==> src/rtl/mmio_data_bus_if.sv <==
// ============================================================================
// Module   : mmio_data_bus_if
// Brief    : Core data port and data_memory port bundled for mmio_data_bus.
// Revision : 1.0
// ============================================================================
`default_nettype none

interface mmio_data_bus_if;
    logic [31:0] cpu_addr;
    logic [31:0] cpu_wdata;
    logic        cpu_we;
    logic [31:0] cpu_rdata;
    logic [31:0] mem_addr;
    logic [31:0] mem_wdata;
    logic        mem_we;
    logic [31:0] mem_rdata;

    // Core and memory side: drives requests and RAM read data
    modport master (
        output cpu_addr, cpu_wdata, cpu_we, mem_rdata,
        input  cpu_rdata, mem_addr, mem_wdata, mem_we
    );

    // Interconnect side
    modport slave (
        input  cpu_addr, cpu_wdata, cpu_we, mem_rdata,
        output cpu_rdata, mem_addr, mem_wdata, mem_we
    );
endinterface

`default_nettype wire

==> src/rtl/mmio_data_bus.sv <==
// ============================================================================
// Module   : mmio_data_bus
// Brief    : Data-side RAM/MMIO splitter with info registers, cycle counter and
//            optional compare timer (enabled by defining MMIO_TIMER_EN).
// Revision : 1.0
// ============================================================================
`default_nettype none

module mmio_data_bus #(
    parameter int          N_INFO    = 4,
    parameter logic [31:0] MMIO_BASE = 32'hFFFF_0000,
    parameter logic [31:0] INFO_RST  = 32'h0
) (
    input  wire logic              clk,
    input  wire logic              rst,
    mmio_data_bus_if.slave         bus,
    output logic [32*N_INFO-1:0]   info,
    output logic                   timer_irq
);

    localparam logic [13:0] c_word_cycle  = 14'h020;
`ifdef MMIO_TIMER_EN
    localparam logic [13:0] c_word_tcmp   = 14'h021;
    localparam logic [13:0] c_word_tctrl  = 14'h022;
    localparam logic [13:0] c_word_tstat  = 14'h023;
    localparam logic [13:0] c_word_tcount = 14'h024;
`endif

    logic        w_mmio;
    logic [13:0] w_word;
    logic        w_wr;
    logic        w_info_hit;
    logic [31:0] w_mmio_rdata;

    logic [31:0] r_info [N_INFO];
    logic [31:0] r_cycle;

    assign w_mmio     = (bus.cpu_addr[31:16] == MMIO_BASE[31:16]);
    assign w_word     = bus.cpu_addr[15:2];
    assign w_wr       = w_mmio && bus.cpu_we;
    assign w_info_hit = (w_word[13:5] == 9'd0) && ({1'b0, w_word[4:0]} < 6'(N_INFO));

    assign bus.mem_addr  = bus.cpu_addr;
    assign bus.mem_wdata = bus.cpu_wdata;
    assign bus.mem_we    = bus.cpu_we && !w_mmio;
    assign bus.cpu_rdata = w_mmio ? w_mmio_rdata : bus.mem_rdata;

    generate
        for (genvar gi = 0; gi < N_INFO; gi++) begin : g_info
            always_ff @(posedge clk) begin
                if (rst) begin
                    r_info[gi] <= INFO_RST;
                end else if (w_wr && w_info_hit && (w_word[4:0] == 5'(gi))) begin
                    r_info[gi] <= bus.cpu_wdata;
                end
            end
            assign info[32*gi +: 32] = r_info[gi];
        end
    endgenerate

    // Any write to CYCLE restarts it from zero, taking priority over the increment
    always_ff @(posedge clk) begin
        if (rst) begin
            r_cycle <= 32'h0;
        end else if (w_wr && (w_word == c_word_cycle)) begin
            r_cycle <= 32'h0;
        end else begin
            r_cycle <= r_cycle + 32'd1;
        end
    end

`ifdef MMIO_TIMER_EN
    logic [31:0] r_tcmp;
    logic [31:0] r_tcount;
    logic        r_en;
    logic        r_autoreload;
    logic        r_expired;
    logic        w_expire;

    assign w_expire = r_en && (r_tcount == r_tcmp);

    // Later assignments win: CPU writes override the timer step, expiry beats W1C
    always_ff @(posedge clk) begin
        if (rst) begin
            r_tcmp       <= 32'h0;
            r_tcount     <= 32'h0;
            r_en         <= 1'b0;
            r_autoreload <= 1'b0;
            r_expired    <= 1'b0;
        end else begin
            if (r_en) begin
                if (r_tcount != r_tcmp) begin
                    r_tcount <= r_tcount + 32'd1;
                end else if (r_autoreload) begin
                    r_tcount <= 32'h0;
                end else begin
                    r_en <= 1'b0;
                end
            end
            if (w_wr && (w_word == c_word_tcmp)) begin
                r_tcmp <= bus.cpu_wdata;
            end
            if (w_wr && (w_word == c_word_tctrl)) begin
                r_en         <= bus.cpu_wdata[0];
                r_autoreload <= bus.cpu_wdata[1];
            end
            if (w_wr && (w_word == c_word_tcount)) begin
                r_tcount <= bus.cpu_wdata;
            end
            if (w_wr && (w_word == c_word_tstat) && bus.cpu_wdata[0]) begin
                r_expired <= 1'b0;
            end
            if (w_expire) begin
                r_expired <= 1'b1;
            end
        end
    end

    assign timer_irq = r_expired;
`else
    assign timer_irq = 1'b0;
`endif

    always_comb begin
        w_mmio_rdata = 32'h0;
        if (w_info_hit) begin
            for (int i = 0; i < N_INFO; i++) begin
                if (w_word[4:0] == 5'(i)) begin
                    w_mmio_rdata = r_info[i];
                end
            end
        end else begin
            case (w_word)
                c_word_cycle:  w_mmio_rdata = r_cycle;
`ifdef MMIO_TIMER_EN
                c_word_tcmp:   w_mmio_rdata = r_tcmp;
                c_word_tctrl:  w_mmio_rdata = {30'h0, r_autoreload, r_en};
                c_word_tstat:  w_mmio_rdata = {31'h0, r_expired};
                c_word_tcount: w_mmio_rdata = r_tcount;
`endif
                default:       w_mmio_rdata = 32'h0;
            endcase
        end
    end

endmodule

`default_nettype wire

==> src/flat_wrapper.sv <==
// flat-port wrapper written by rule: the top's interface ports become plain ports
module mmio_data_bus_flat 
#(
    parameter int          N_INFO    = 4,
    parameter logic [31:0] MMIO_BASE = 32'hFFFF_0000,
    parameter logic [31:0] INFO_RST  = 32'h0
)
  (clk, rst, info, timer_irq, bus_cpu_addr, bus_cpu_wdata, bus_cpu_we, bus_mem_rdata, bus_cpu_rdata, bus_mem_addr, bus_mem_wdata, bus_mem_we);
  mmio_data_bus_if bus_i ();
  input  wire logic clk;
  input  wire logic rst;
  output logic [32*N_INFO-1:0] info;
  output logic timer_irq;
  input wire logic [$bits(bus_i.cpu_addr)-1:0] bus_cpu_addr;
  input wire logic [$bits(bus_i.cpu_wdata)-1:0] bus_cpu_wdata;
  input wire logic [$bits(bus_i.cpu_we)-1:0] bus_cpu_we;
  input wire logic [$bits(bus_i.mem_rdata)-1:0] bus_mem_rdata;
  output wire logic [$bits(bus_i.cpu_rdata)-1:0] bus_cpu_rdata;
  output wire logic [$bits(bus_i.mem_addr)-1:0] bus_mem_addr;
  output wire logic [$bits(bus_i.mem_wdata)-1:0] bus_mem_wdata;
  output wire logic [$bits(bus_i.mem_we)-1:0] bus_mem_we;
  assign bus_i.cpu_addr = bus_cpu_addr;
  assign bus_i.cpu_wdata = bus_cpu_wdata;
  assign bus_i.cpu_we = bus_cpu_we;
  assign bus_i.mem_rdata = bus_mem_rdata;
  assign bus_cpu_rdata = bus_i.cpu_rdata;
  assign bus_mem_addr = bus_i.mem_addr;
  assign bus_mem_wdata = bus_i.mem_wdata;
  assign bus_mem_we = bus_i.mem_we;
  mmio_data_bus #(.N_INFO(N_INFO), .MMIO_BASE(MMIO_BASE), .INFO_RST(INFO_RST)) u_core (.clk(clk), .rst(rst), .bus(bus_i), .info(info), .timer_irq(timer_irq));
endmodule
==> config.mk <==
export PLATFORM = sky130hd
export DESIGN_NAME = mmio_data_bus_flat
export DESIGN_NICKNAME = d
export VERILOG_FILES = /design/src/rtl/mmio_data_bus_if.sv /design/src/rtl/mmio_data_bus.sv /design/src/flat_wrapper.sv
export SDC_FILE = /design/constraint.sdc
export NUM_CORES = 1
export LEC_CHECK = 0
export BUFFER_PORTS_ARGS = -buffer_cell sky130_fd_sc_hd__buf_2
export CAP_MARGIN = 15
export CORE_MARGIN = 2
export CORE_UTILIZATION = 50
export CTS_CLUSTER_SIZE = 12
export DETAILED_ROUTE_END_ITERATION = 10
export PLACE_DENSITY = 0.92
export SLEW_MARGIN = 5
export SYNTH_ARGS = -nofsm -noshare
export SYNTH_HDL_FRONTEND = slang
export SYNTH_SLANG_ARGS = --single-unit
==> constraint.sdc <==
create_clock -name clk -period 5.73 [get_ports clk]
set_input_delay 1.146 -clock clk [delete_from_list [all_inputs] [get_ports clk]]
set_output_delay 1.146 -clock clk [all_outputs]
set_load 0.01 [all_outputs]
==> results of run 1 <==
## cells in the final DEF, fill, tap and decap left out, drive strengths merged, types with 3 or more instances in the layout
cell type and count:
nand2 10, nand4 12, clkbuf 18, o21ai 39, and2 132, xor2 8, dfxtp 32, and4 9
a31oi 32, o221ai 32, or3 8, a41oi 32, nor4 6, a211o 32, nor2 14, edfxtp 128
buf 337, nand3 10, or4 13, o31ai 13, o21bai 4, clkinv 4, bufinv 3, and3 3
inv 41, nor2b 32, a21oi 20
## final cells by class
type	instances	area share (%)
well taps	225	2.64
repair buffers	337	16.6
inverters	36	1.27
clock inverters	14	1.68
multi-input cells	474	31.7
clock buffers	18	4.03
flip-flops and latches	160	42.1
## per-stage QoR
step	utilization, %	std cells	setup WS (ns)	area, um2
detailed placement	58.2	1230	1.23	9990
floorplan	-	802	1.59	8730
global placement	58.2	1230	1.23	9990
CTS	61.7	1262	1.23	10600
finish	62.0	1264	1.17	10700
global route	62.0	1264	1.04	10700
## worst max-delay path, stage by stage
cell and delay [ns]:
buf_2 0.09, and4_1 0.24, buf_4 0.33, and4_1 0.72
buf_4 0.34, a31oi_1 0.20, o21ai_0 0.16, buf_2 0.17
## how the worst max path moves through the flow
stage,from,endpoint,slack [ns],cells past startpoint
after floorplan,bus_cpu_addr[12],u_core.r_info[1][0]$_SDFFCE_PN0P_,1.59,4
after global placement,bus_cpu_addr[30],bus_cpu_rdata[20],1.23,7
after detailed placement,bus_cpu_addr[26],bus_cpu_rdata[20],1.23,7
after CTS,bus_cpu_addr[26],bus_cpu_rdata[20],1.23,7
after global routing,bus_cpu_addr[26],bus_cpu_rdata[20],1.04,7
final,bus_cpu_addr[31],bus_cpu_rdata[19],1.17,8
## power by group
| part | total (mW) | leakage [nW] | internal [mW] | switching [mW] |
|---|---|---|---|---|
| combinational | 0.334 | 2.67 | 0.129 | 0.205 |
| sequential | 1.33 | 1.47 | 1.30 | 0.0304 |
| clock | 1.18 | 0.290 | 0.693 | 0.490 |
## kinds of logic after synthesis
kind of cell | after synthesis | share of synthesized area [%]
adder cells (fa/ha/maj) | 1 | 0.143
AND/OR/NAND/NOR | 257 | 19.8
AO/OA/AOI/OAI | 205 | 17.1
XOR/XNOR | 10 | 1.00
flip-flops | 160 | 51.4
other | 1 | 0.0430
buffers and inverters | 168 | 10.5
## sequential cells by signal (all words and copies together), names as in the netlist
| signal | count |
|---|---|
| u_core.r_info | 128 |
| u_core.r_cycle | 32 |
## metal layers
layer  up-vias  wire length (um)  track usage, %
li1       3380                 -               -
met1      3656             10800            38.1
met2       509             13700            48.2
met3        69              2830            7.94
met4         0               705            10.8
met5         -                 0               0
## Yosys cell counts (all sizes together), types with 2 or more instances
master | count | area [um2]
a31oi | 32 | 200
and2 | 132 | 826
or3 | 8 | 50.1
nor2 | 14 | 52.6
and4 | 9 | 78.8
xnor2 | 2 | 17.5
nand2 | 10 | 37.5
nor2b | 32 | 200
a41oi | 32 | 280
nand3 | 10 | 50.1
nand3b | 2 | 15.0
and3 | 3 | 18.8
a211o | 32 | 280
nor4 | 6 | 110
clkbuf | 48 | 188
o21ai | 39 | 195
a21oi | 20 | 123
or4 | 13 | 120
edfxtp | 128 | 3840
buf | 84 | 598
nand4 | 12 | 100
o21bai | 4 | 30.0
dfxtp | 32 | 641
o31ai | 13 | 97.6
nand2b | 2 | 12.5
o221ai | 32 | 280
xor2 | 8 | 70.1
inv | 36 | 135
==> impl_metrics.xml, run 1 <==
<?xml version="1.0" encoding="UTF-8"?>
<metrics>
  <group name="route">
    <metric name="ant_nets" unit="">0</metric>
    <metric name="initial_detailed_routing_violation_count" unit="">979</metric>
    <metric name="totalWireLength" unit="mm">28.1</metric>
    <metric name="number_of_vias_per_cell" unit="">6.02</metric>
    <metric name="drc" unit="">0</metric>
    <metric name="vias" unit="">7614</metric>
    <metric name="detail_route.first_pass.iterations" unit="">6</metric>
    <metric name="route.detailed.wl_per_inst" unit="um">22.2</metric>
  </group>
  <group name="global_routing">
    <metric name="globalRoute.totalOverflow" unit="">0</metric>
    <metric name="wire_length_of_the_first_global_routing_pass" unit="mm">41.0</metric>
    <metric name="antenna_found_initial" unit="">0</metric>
    <metric name="number_of_global_route_vias_before_repair" unit="">7372</metric>
    <metric name="grt_util_all_layers" unit="%">29.6</metric>
    <metric name="grt_start_max_net_pins" unit="">49</metric>
  </group>
  <group name="floorplanning">
    <metric name="pin_count" unit="">325</metric>
    <metric name="placementRows" unit="">48</metric>
    <metric name="core_ar" unit="um2">17200</metric>
    <metric name="fp.dieH" unit="um">136</metric>
    <metric name="initial_core_utilization" unit="%">50.8</metric>
    <metric name="fp.dieW" unit="um">136</metric>
    <metric name="die_area" unit="um2">18500</metric>
  </group>
  <group name="timing">
    <metric name="finalClockSkew" unit="ns">0.00958</metric>
    <metric name="drv_slew" unit="">0</metric>
    <metric name="smallest_hold_slack" unit="ns">0.484</metric>
    <metric name="fin_crit_sh" unit="%">79.6</metric>
    <metric name="timing.slew.headroom" unit="%">23.3</metric>
    <metric name="final_hold_viol_count" unit="">0</metric>
    <metric name="rsz_0062_raised_after_global_routing" unit="">false</metric>
    <metric name="count_of_final_setup_violators" unit="">0</metric>
    <metric name="fmax" unit="GHz">0.219</metric>
    <metric name="final.min_clock_period" unit="ns">4.56</metric>
    <metric name="fin_setup_tns" unit="ns">0</metric>
    <metric name="worst_pin_slew" unit="ns">1.15</metric>
  </group>
  <group name="critical_path">
    <metric name="worstPathArrival" unit="ns">3.42</metric>
    <metric name="timing.rr.start" unit="">u_core.r_cycle[2]$_SDFF_PP0_</metric>
    <metric name="timing.critical_path.to_type" unit="">output port</metric>
    <metric name="worst-r2r-cell-count" unit="">4</metric>
    <metric name="regToRegSetupSlack" unit="ns">3.49</metric>
    <metric name="critical_path.startpoint_type" unit="">primary input</metric>
    <metric name="critical_path_class" unit="">primary input to output port</metric>
    <metric name="worst_ep_required_time" unit="ns">4.58</metric>
    <metric name="cp_max_fo" unit="">34</metric>
    <metric name="critical_r2r_capture" unit="">u_core.r_cycle[29]$_SDFF_PP0_</metric>
  </group>
  <group name="clock_network">
    <metric name="clock_sinks" unit="">160</metric>
    <metric name="cts.root.buffer_cell" unit="">clkbuf_16</metric>
    <metric name="cts.reportedPaths.clkPinSlew" unit="ns">0.07</metric>
    <metric name="cts_repair_resize_count" unit="">0</metric>
    <metric name="h-tree-depth" unit="">4</metric>
    <metric name="post_cts_hold_buffer_count" unit="">0</metric>
    <metric name="tritoncts" unit="">built</metric>
    <metric name="cts-buffers-inserted" unit="">17</metric>
    <metric name="cts_buffer_depth" unit="">2</metric>
    <metric name="clock_insertion_delay_worst_skew" unit="ns">0.43</metric>
    <metric name="postCtsSetupBuffers" unit="">0</metric>
  </group>
  <group name="finish">
    <metric name="layout.filler_cells" unit="">1383</metric>
    <metric name="design.final.nets" unit="">1126</metric>
    <metric name="area.sequential" unit="um2">4480</metric>
    <metric name="multi_input_area" unit="um2">3370</metric>
    <metric name="flow.area_growth_from_synthesis" unit="%">22.1</metric>
    <metric name="post_route_cells_drive_above_1_share" unit="%">38.2</metric>
    <metric name="num_antenna_cells" unit="">0</metric>
  </group>
  <group name="place">
    <metric name="numPortBuffers" unit="">319</metric>
    <metric name="routability_congestion_estimate" unit="">0.936</metric>
    <metric name="post-dp-hpwl" unit="mm">19.5</metric>
  </group>
  <group name="pwr">
    <metric name="power_leakage" unit="nW">4.44</metric>
    <metric name="power" unit="mW">2.85</metric>
    <metric name="ir_drop" unit="V">0.000239</metric>
    <metric name="power.density" unit="nW/um2">267</metric>
  </group>
  <group name="synthesis">
    <metric name="synth_cell_types" unit="">43</metric>
    <metric name="async_flop_share" unit="%">0</metric>
    <metric name="synth_warnings" unit="">0</metric>
    <metric name="synthesis.instances" unit="">802</metric>
    <metric name="netlist_area_pre_place" unit="um2">8730</metric>
    <metric name="synth-edff-count" unit="">128</metric>
    <metric name="synth_fp_nets" unit="">902</metric>
    <metric name="synth-main-ff-cell" unit="">edfxtp_1</metric>
    <metric name="synth_area_per_cell" unit="um2">10.9</metric>
    <metric name="synth_seq_area_share" unit="%">51.4</metric>
    <metric name="synth_seq_cells" unit="">160</metric>
  </group>
  <group name="worst_hold_path">
    <metric name="hold_path_end" unit="">u_core.r_cycle[0]$_SDFF_PP0_</metric>
    <metric name="min_path_cells" unit="">1</metric>
    <metric name="min_path_type" unit="">flop to flop</metric>
    <metric name="timing.hold.worst.start" unit="">u_core.r_cycle[0]$_SDFF_PP0_</metric>
  </group>
  <group name="outcome">
    <metric name="outcome" unit="">finished clean</metric>
  </group>
  <group name="run">
    <metric name="max-cap-violations" unit="">0</metric>
  </group>
</metrics>
No activity file was read; power rests on OpenSTA's default activity.
==> run 2, diff against run 1 <==
==> constraint.sdc (replaced) <==
create_clock -name clk -period 4.3 [get_ports clk]
set_input_delay 0.86 -clock clk [delete_from_list [all_inputs] [get_ports clk]]
set_output_delay 0.86 -clock clk [all_outputs]
set_load 0.01 [all_outputs]
==> impl_metrics.xml, run 2 (same netlist as run 1, synthesis figures left out) <==
<?xml version="1.0" encoding="UTF-8"?>
<metrics>
  <group name="outcome">
    <metric name="outcome" unit="">finished clean</metric>
  </group>
  <group name="clock_network">
    <metric name="cts_buffer_depth" unit="">2</metric>
    <metric name="postCtsSetupBuffers" unit="">0</metric>
    <metric name="cts.root.buffer_cell" unit="">clkbuf_16</metric>
    <metric name="cts-buffers-inserted" unit="">17</metric>
    <metric name="clock_insertion_delay_worst_skew" unit="ns">0.42</metric>
    <metric name="cts_repair_resize_count" unit="">0</metric>
    <metric name="post_cts_hold_buffer_count" unit="">0</metric>
    <metric name="cts.reportedPaths.clkPinSlew" unit="ns">0.06</metric>
    <metric name="h-tree-depth" unit="">4</metric>
    <metric name="clock_sinks" unit="">160</metric>
    <metric name="tritoncts" unit="">built</metric>
  </group>
  <group name="critical_path">
    <metric name="cp_max_stage_delay" unit="ns">0.63</metric>
    <metric name="crit_top_cell" unit="">buf_2</metric>
    <metric name="timing.critical_path.to_type" unit="">output port</metric>
    <metric name="crit_slowest_cell" unit="">o21ai_0</metric>
    <metric name="critical_path_class" unit="">primary input to output port</metric>
    <metric name="worst_ep_required_time" unit="ns">3.44</metric>
    <metric name="worstPathBufferInverterCount" unit="">2</metric>
    <metric name="cp_top_family" unit="">simple AND/OR/NAND/NOR gates</metric>
    <metric name="critical_path.startpoint_type" unit="">primary input</metric>
    <metric name="cp_max_fo" unit="">19</metric>
    <metric name="worstPathCellList" unit="">buf_2 &gt; nor4_2 &gt; nand4b_4 &gt; or2_1 &gt; o21ai_0 &gt; buf_2</metric>
    <metric name="worstPathArrival" unit="ns">3.14</metric>
  </group>
  <group name="route">
    <metric name="initial_detailed_routing_violation_count" unit="">928</metric>
    <metric name="number_of_vias_per_cell" unit="">5.95</metric>
    <metric name="route.detailed.wl_per_inst" unit="um">21.7</metric>
    <metric name="drc" unit="">0</metric>
    <metric name="detail_route.first_pass.iterations" unit="">7</metric>
    <metric name="totalWireLength" unit="mm">27.5</metric>
    <metric name="ant_nets" unit="">0</metric>
    <metric name="vias" unit="">7550</metric>
  </group>
  <group name="run">
    <metric name="max-cap-violations" unit="">0</metric>
  </group>
  <group name="finish">
    <metric name="design.final.nets" unit="">1130</metric>
    <metric name="layout.filler_cells" unit="">1384</metric>
    <metric name="final_cell_mix" unit="">buf_2, and2_1, edfxtp_1, inv_1, o21ai_0</metric>
    <metric name="largest_register_ffs" unit="">128</metric>
    <metric name="reg_top3" unit="">u_core.r_info (128), u_core.r_cycle (32)</metric>
    <metric name="num_antenna_cells" unit="">0</metric>
    <metric name="final_common_cell" unit="">buf_2</metric>
    <metric name="largest_register" unit="">u_core.r_info</metric>
    <metric name="post_route_cells_drive_above_1_share" unit="%">38.5</metric>
    <metric name="flow.area_growth_from_synthesis" unit="%">22.1</metric>
  </group>
  <group name="place">
    <metric name="routability_congestion_estimate" unit="">0.936</metric>
    <metric name="numPortBuffers" unit="">319</metric>
    <metric name="post-dp-hpwl" unit="mm">19.4</metric>
  </group>
  <group name="floorplanning">
    <metric name="fp.dieH" unit="um">136</metric>
    <metric name="core_ar" unit="um2">17200</metric>
    <metric name="fp.dieW" unit="um">136</metric>
    <metric name="pin_count" unit="">325</metric>
    <metric name="placementRows" unit="">48</metric>
    <metric name="initial_core_utilization" unit="%">50.8</metric>
    <metric name="die_area" unit="um2">18500</metric>
  </group>
  <group name="timing">
    <metric name="fin_crit_sh" unit="%">93.1</metric>
    <metric name="rsz_0062_raised_after_global_routing" unit="">false</metric>
    <metric name="timing.slew.headroom" unit="%">49.0</metric>
    <metric name="finalClockSkew" unit="ns">0.0101</metric>
    <metric name="worst_pin_slew" unit="ns">0.764</metric>
    <metric name="fin_setup_tns" unit="ns">0</metric>
    <metric name="final_hold_viol_count" unit="">0</metric>
    <metric name="drv_slew" unit="">0</metric>
    <metric name="count_of_final_setup_violators" unit="">0</metric>
    <metric name="fmax" unit="GHz">0.250</metric>
    <metric name="final.min_clock_period" unit="ns">4.00</metric>
  </group>
  <group name="pwr">
    <metric name="power" unit="mW">3.76</metric>
    <metric name="power.density" unit="nW/um2">352</metric>
    <metric name="ir_drop" unit="V">0.000263</metric>
    <metric name="power_leakage" unit="nW">4.45</metric>
  </group>
  <group name="global_routing">
    <metric name="number_of_global_route_vias_before_repair" unit="">7072</metric>
    <metric name="wire_length_of_the_first_global_routing_pass" unit="mm">40.7</metric>
    <metric name="antenna_found_initial" unit="">1</metric>
    <metric name="grt_start_max_net_pins" unit="">42</metric>
    <metric name="globalRoute.totalOverflow" unit="">0</metric>
    <metric name="grt_util_all_layers" unit="%">29.2</metric>
  </group>
  <group name="worst_hold_path">
    <metric name="min_path_type" unit="">flop to flop</metric>
  </group>
</metrics>
## run 2: area by class of cell
cell class	instances	area, um2	area share [%]
clock inverters	14	170	1.60
multi-input cells	474	3370	31.7
flip-flops and latches	160	4480	42.1
well taps	225	282	2.64
inverters	36	135	1.27
clock buffers	18	429	4.03
repair buffers	341	1790	16.8
## run 2: power breakdown
part | switching [mW] | leakage [nW] | internal [mW]
clock network | 0.663 | 0.288 | 0.879
logic | 0.270 | 2.69 | 0.172
registers | 0.0398 | 1.47 | 1.73
## run 2: worst register-to-register path: cells and delay by family (launching register included)
family          cells  cell delay (ns)
simple gates        3             1.53
flops               1             0.45
compound gates      1             0.16
## run 2: path summary, 6_finish.rpt
check	start	slack, ns	endpoint	depth (start not counted)
worst max-delay path	bus_cpu_addr[8]	0.30	bus_cpu_rdata[15]	6
worst max register to register	u_core.r_cycle[2]$_SDFF_PP0_	2.09	u_core.r_cycle[27]$_SDFF_PP0_	4
worst min register to register	u_core.r_cycle[0]$_SDFF_PP0_	0.46	u_core.r_cycle[0]$_SDFF_PP0_	1
worst min-delay path	u_core.r_cycle[0]$_SDFF_PP0_	0.46	u_core.r_cycle[0]$_SDFF_PP0_	1
## run 2: per-layer routing
metal	global-route usage, %	up-vias	share of wire, %
met4	8.16	2	1.8
met3	7.12	50	9.9
met5	0	-	0.047
met2	46.7	492	48
met1	39.7	3619	40
li1	-	3387	-
## run 2: metrics by stage
step	util, %	hold slack [ns]	area (um2)	setup WS (ns)	cells
floorplan	-	0.426	8730	0.445	802
global placement	58.6	0.433	10100	0.373	1236
CTS	62.1	0.465	10700	0.269	1268
finish	62.1	0.462	10700	0.295	1268
global route	62.1	0.508	10700	0.199	1268
detailed placement	58.6	0.451	10100	0.283	1236
==> run 3, diff against run 2 <==
==> constraint.sdc (replaced) <==
create_clock -name clk -period 4.3 [get_ports clk]
set_input_delay 1.29 -clock clk [delete_from_list [all_inputs] [get_ports clk]]
set_output_delay 1.29 -clock clk [all_outputs]
set_load 0.01 [all_outputs]
==> impl_metrics.xml, run 3 (same netlist as run 1, synthesis figures left out) <==
<?xml version="1.0" encoding="UTF-8"?>
<metrics>
  <group name="timing">
    <metric name="final.min_clock_period" unit="ns">4.19</metric>
    <metric name="fmax" unit="GHz">0.239</metric>
    <metric name="worst_pin_slew" unit="ns">0.756</metric>
    <metric name="finalClockSkew" unit="ns">0.00762</metric>
    <metric name="drv_slew" unit="">0</metric>
    <metric name="count_of_final_setup_violators" unit="">0</metric>
    <metric name="fin_setup_tns" unit="ns">0</metric>
    <metric name="timing.slew.headroom" unit="%">49.6</metric>
    <metric name="fin_crit_sh" unit="%">97.4</metric>
    <metric name="final_hold_viol_count" unit="">0</metric>
    <metric name="rsz_0062_raised_after_global_routing" unit="">false</metric>
  </group>
  <group name="global_routing">
    <metric name="wire_length_of_the_first_global_routing_pass" unit="mm">41.7</metric>
    <metric name="globalRoute.totalOverflow" unit="">0</metric>
    <metric name="grt_util_all_layers" unit="%">29.9</metric>
    <metric name="grt_start_max_net_pins" unit="">42</metric>
    <metric name="antenna_found_initial" unit="">1</metric>
    <metric name="number_of_global_route_vias_before_repair" unit="">7361</metric>
  </group>
  <group name="critical_path">
    <metric name="worst_ep_required_time" unit="ns">3.01</metric>
    <metric name="timing.critical_path.to_type" unit="">output port</metric>
    <metric name="critical_path_class" unit="">primary input to output port</metric>
    <metric name="critical_path.startpoint_type" unit="">primary input</metric>
    <metric name="cp_max_fo" unit="">10</metric>
    <metric name="worstPathArrival" unit="ns">2.90</metric>
  </group>
  <group name="finish">
    <metric name="largest_register_ffs" unit="">128</metric>
    <metric name="post_route_cells_drive_above_1_share" unit="%">39.7</metric>
    <metric name="design_area" unit="um2">10900</metric>
    <metric name="final_cell_mix" unit="">buf_2, and2_1, edfxtp_1, buf_4</metric>
    <metric name="largest_register" unit="">u_core.r_info</metric>
    <metric name="design.final.nets" unit="">1156</metric>
    <metric name="stdcell_count" unit="">1295</metric>
    <metric name="flow.area_growth_from_synthesis" unit="%">24.9</metric>
    <metric name="final_common_cell" unit="">buf_2</metric>
    <metric name="reg_top3" unit="">u_core.r_info (128), u_core.r_cycle (32)</metric>
  </group>
  <group name="clock_network">
    <metric name="cts.root.buffer_cell" unit="">clkbuf_16</metric>
    <metric name="clock_insertion_delay_worst_skew" unit="ns">0.42</metric>
    <metric name="post_cts_hold_buffer_count" unit="">0</metric>
    <metric name="cts_buffer_depth" unit="">2</metric>
    <metric name="h-tree-depth" unit="">4</metric>
    <metric name="cts-buffers-inserted" unit="">17</metric>
    <metric name="clock_sinks" unit="">160</metric>
    <metric name="cts.reportedPaths.clkPinSlew" unit="ns">0.06</metric>
    <metric name="tritoncts" unit="">built</metric>
  </group>
  <group name="place">
    <metric name="post-dp-hpwl" unit="mm">20.4</metric>
    <metric name="dp.cells" unit="">1262</metric>
    <metric name="numPortBuffers" unit="">319</metric>
    <metric name="routability_congestion_estimate" unit="">1.01</metric>
    <metric name="post_dp_cell_area" unit="um2">10300</metric>
  </group>
  <group name="route">
    <metric name="drc" unit="">0</metric>
    <metric name="vias" unit="">7711</metric>
    <metric name="ant_nets" unit="">0</metric>
    <metric name="number_of_vias_per_cell" unit="">5.95</metric>
    <metric name="detail_route.first_pass.iterations" unit="">6</metric>
    <metric name="initial_detailed_routing_violation_count" unit="">912</metric>
    <metric name="totalWireLength" unit="mm">28.2</metric>
    <metric name="route.detailed.wl_per_inst" unit="um">21.8</metric>
  </group>
  <group name="floorplanning">
    <metric name="core_ar" unit="um2">17200</metric>
    <metric name="placementRows" unit="">48</metric>
    <metric name="initial_core_utilization" unit="%">50.8</metric>
    <metric name="fp.dieH" unit="um">136</metric>
    <metric name="die_area" unit="um2">18500</metric>
    <metric name="pin_count" unit="">325</metric>
    <metric name="fp.dieW" unit="um">136</metric>
  </group>
  <group name="run">
    <metric name="max-cap-violations" unit="">0</metric>
  </group>
  <group name="worst_hold_path">
    <metric name="min_path_type" unit="">flop to flop</metric>
  </group>
  <group name="pwr">
    <metric name="power_leakage" unit="nW">4.59</metric>
    <metric name="ir_drop" unit="V">0.000292</metric>
    <metric name="power.density" unit="nW/um2">346</metric>
  </group>
  <group name="outcome">
    <metric name="outcome" unit="">finished clean</metric>
  </group>
</metrics>
==> run 3: cell count changes in the layout (fill, tap and decap cells not counted), moves of 2 or more <==
cell      delta
buf_6        +2
clkinv_4     +2
clkinv_1     +3
buf_4       +21
inv_8        -3
inv_6        -3
buf_12       +3
==> run 3: area by class of cell <==
cell class	instances	area, um2
Antenna cell	1	2.50
Clock buffer	19	433
Clock inverter	13	161
Fill cell	1356	6280
Inverter	36	135
Multi-Input combinational cell	474	3370
Sequential cell	160	4480
Tap cell	225	282
Timing Repair Buffer	367	2030
==> run 3: final timing paths <==
check / from / to / slack (ns) / cells after the start
max: bus_cpu_addr[22] / bus_cpu_rdata[18] / 0.11 / 8
min: u_core.r_cycle[0]$_SDFF_PP0_ / u_core.r_cycle[0]$_SDFF_PP0_ / 0.46 / 1
max reg2reg: u_core.r_cycle[2]$_SDFF_PP0_ / u_core.r_cycle[26]$_SDFF_PP0_ / 2.02 / 4
min reg2reg: u_core.r_cycle[0]$_SDFF_PP0_ / u_core.r_cycle[0]$_SDFF_PP0_ / 0.46 / 1
==> run 3: through the flow <==
stage | hold slack [ns] | total power [mW] | setup WS, ns | util [%]
floorplan | 0.426 | 2.04 | 0.0152 | -
global placement | 0.437 | 2.25 | 0.149 | 59.9
detailed placement | 0.449 | 2.26 | 0.0855 | 59.9
CTS | 0.462 | 3.77 | 0.0751 | 63.4
global route | 0.500 | 3.88 | 0.00383 | 63.4
finish | 0.458 | 3.77 | 0.111 | 63.5
==> run 3: per-layer routing <==
| metal | part of all wire (%) | up-vias | track usage (%) |
|---|---|---|---|
| li1 | - | 3431 | - |
| met1 | 38 | 3693 | 38.6 |
| met2 | 49 | 510 | 49.0 |
| met3 | 11 | 75 | 7.83 |
| met4 | 2.1 | 2 | 9.72 |
| met5 | 0.046 | - | 0 |
==> run 3: critical path, stage by stage <==
cell     delay [ns]
buf_2          0.08
and4_1         0.37
buf_4          0.23
a41oi_1        0.14
a31oi_1        0.29
buf_4          0.18
o21ai_0        0.13
buf_2          0.18
==> run 3: timing repair <==
| item | 4_1_cts | 5_1_grt |
|---|---|---|
| buffers inserted | 0 | 0 |
| resized for setup | 0 | 2 |
| setup endpoints to repair | 0 | 1 |
==> run 3: power by group <==
part / internal (mW) / total [mW] / switching (mW)
clock network: 0.915 / 1.53 / 0.618
logic: 0.183 / 0.458 / 0.275
registers: 1.73 / 1.78 / 0.0429
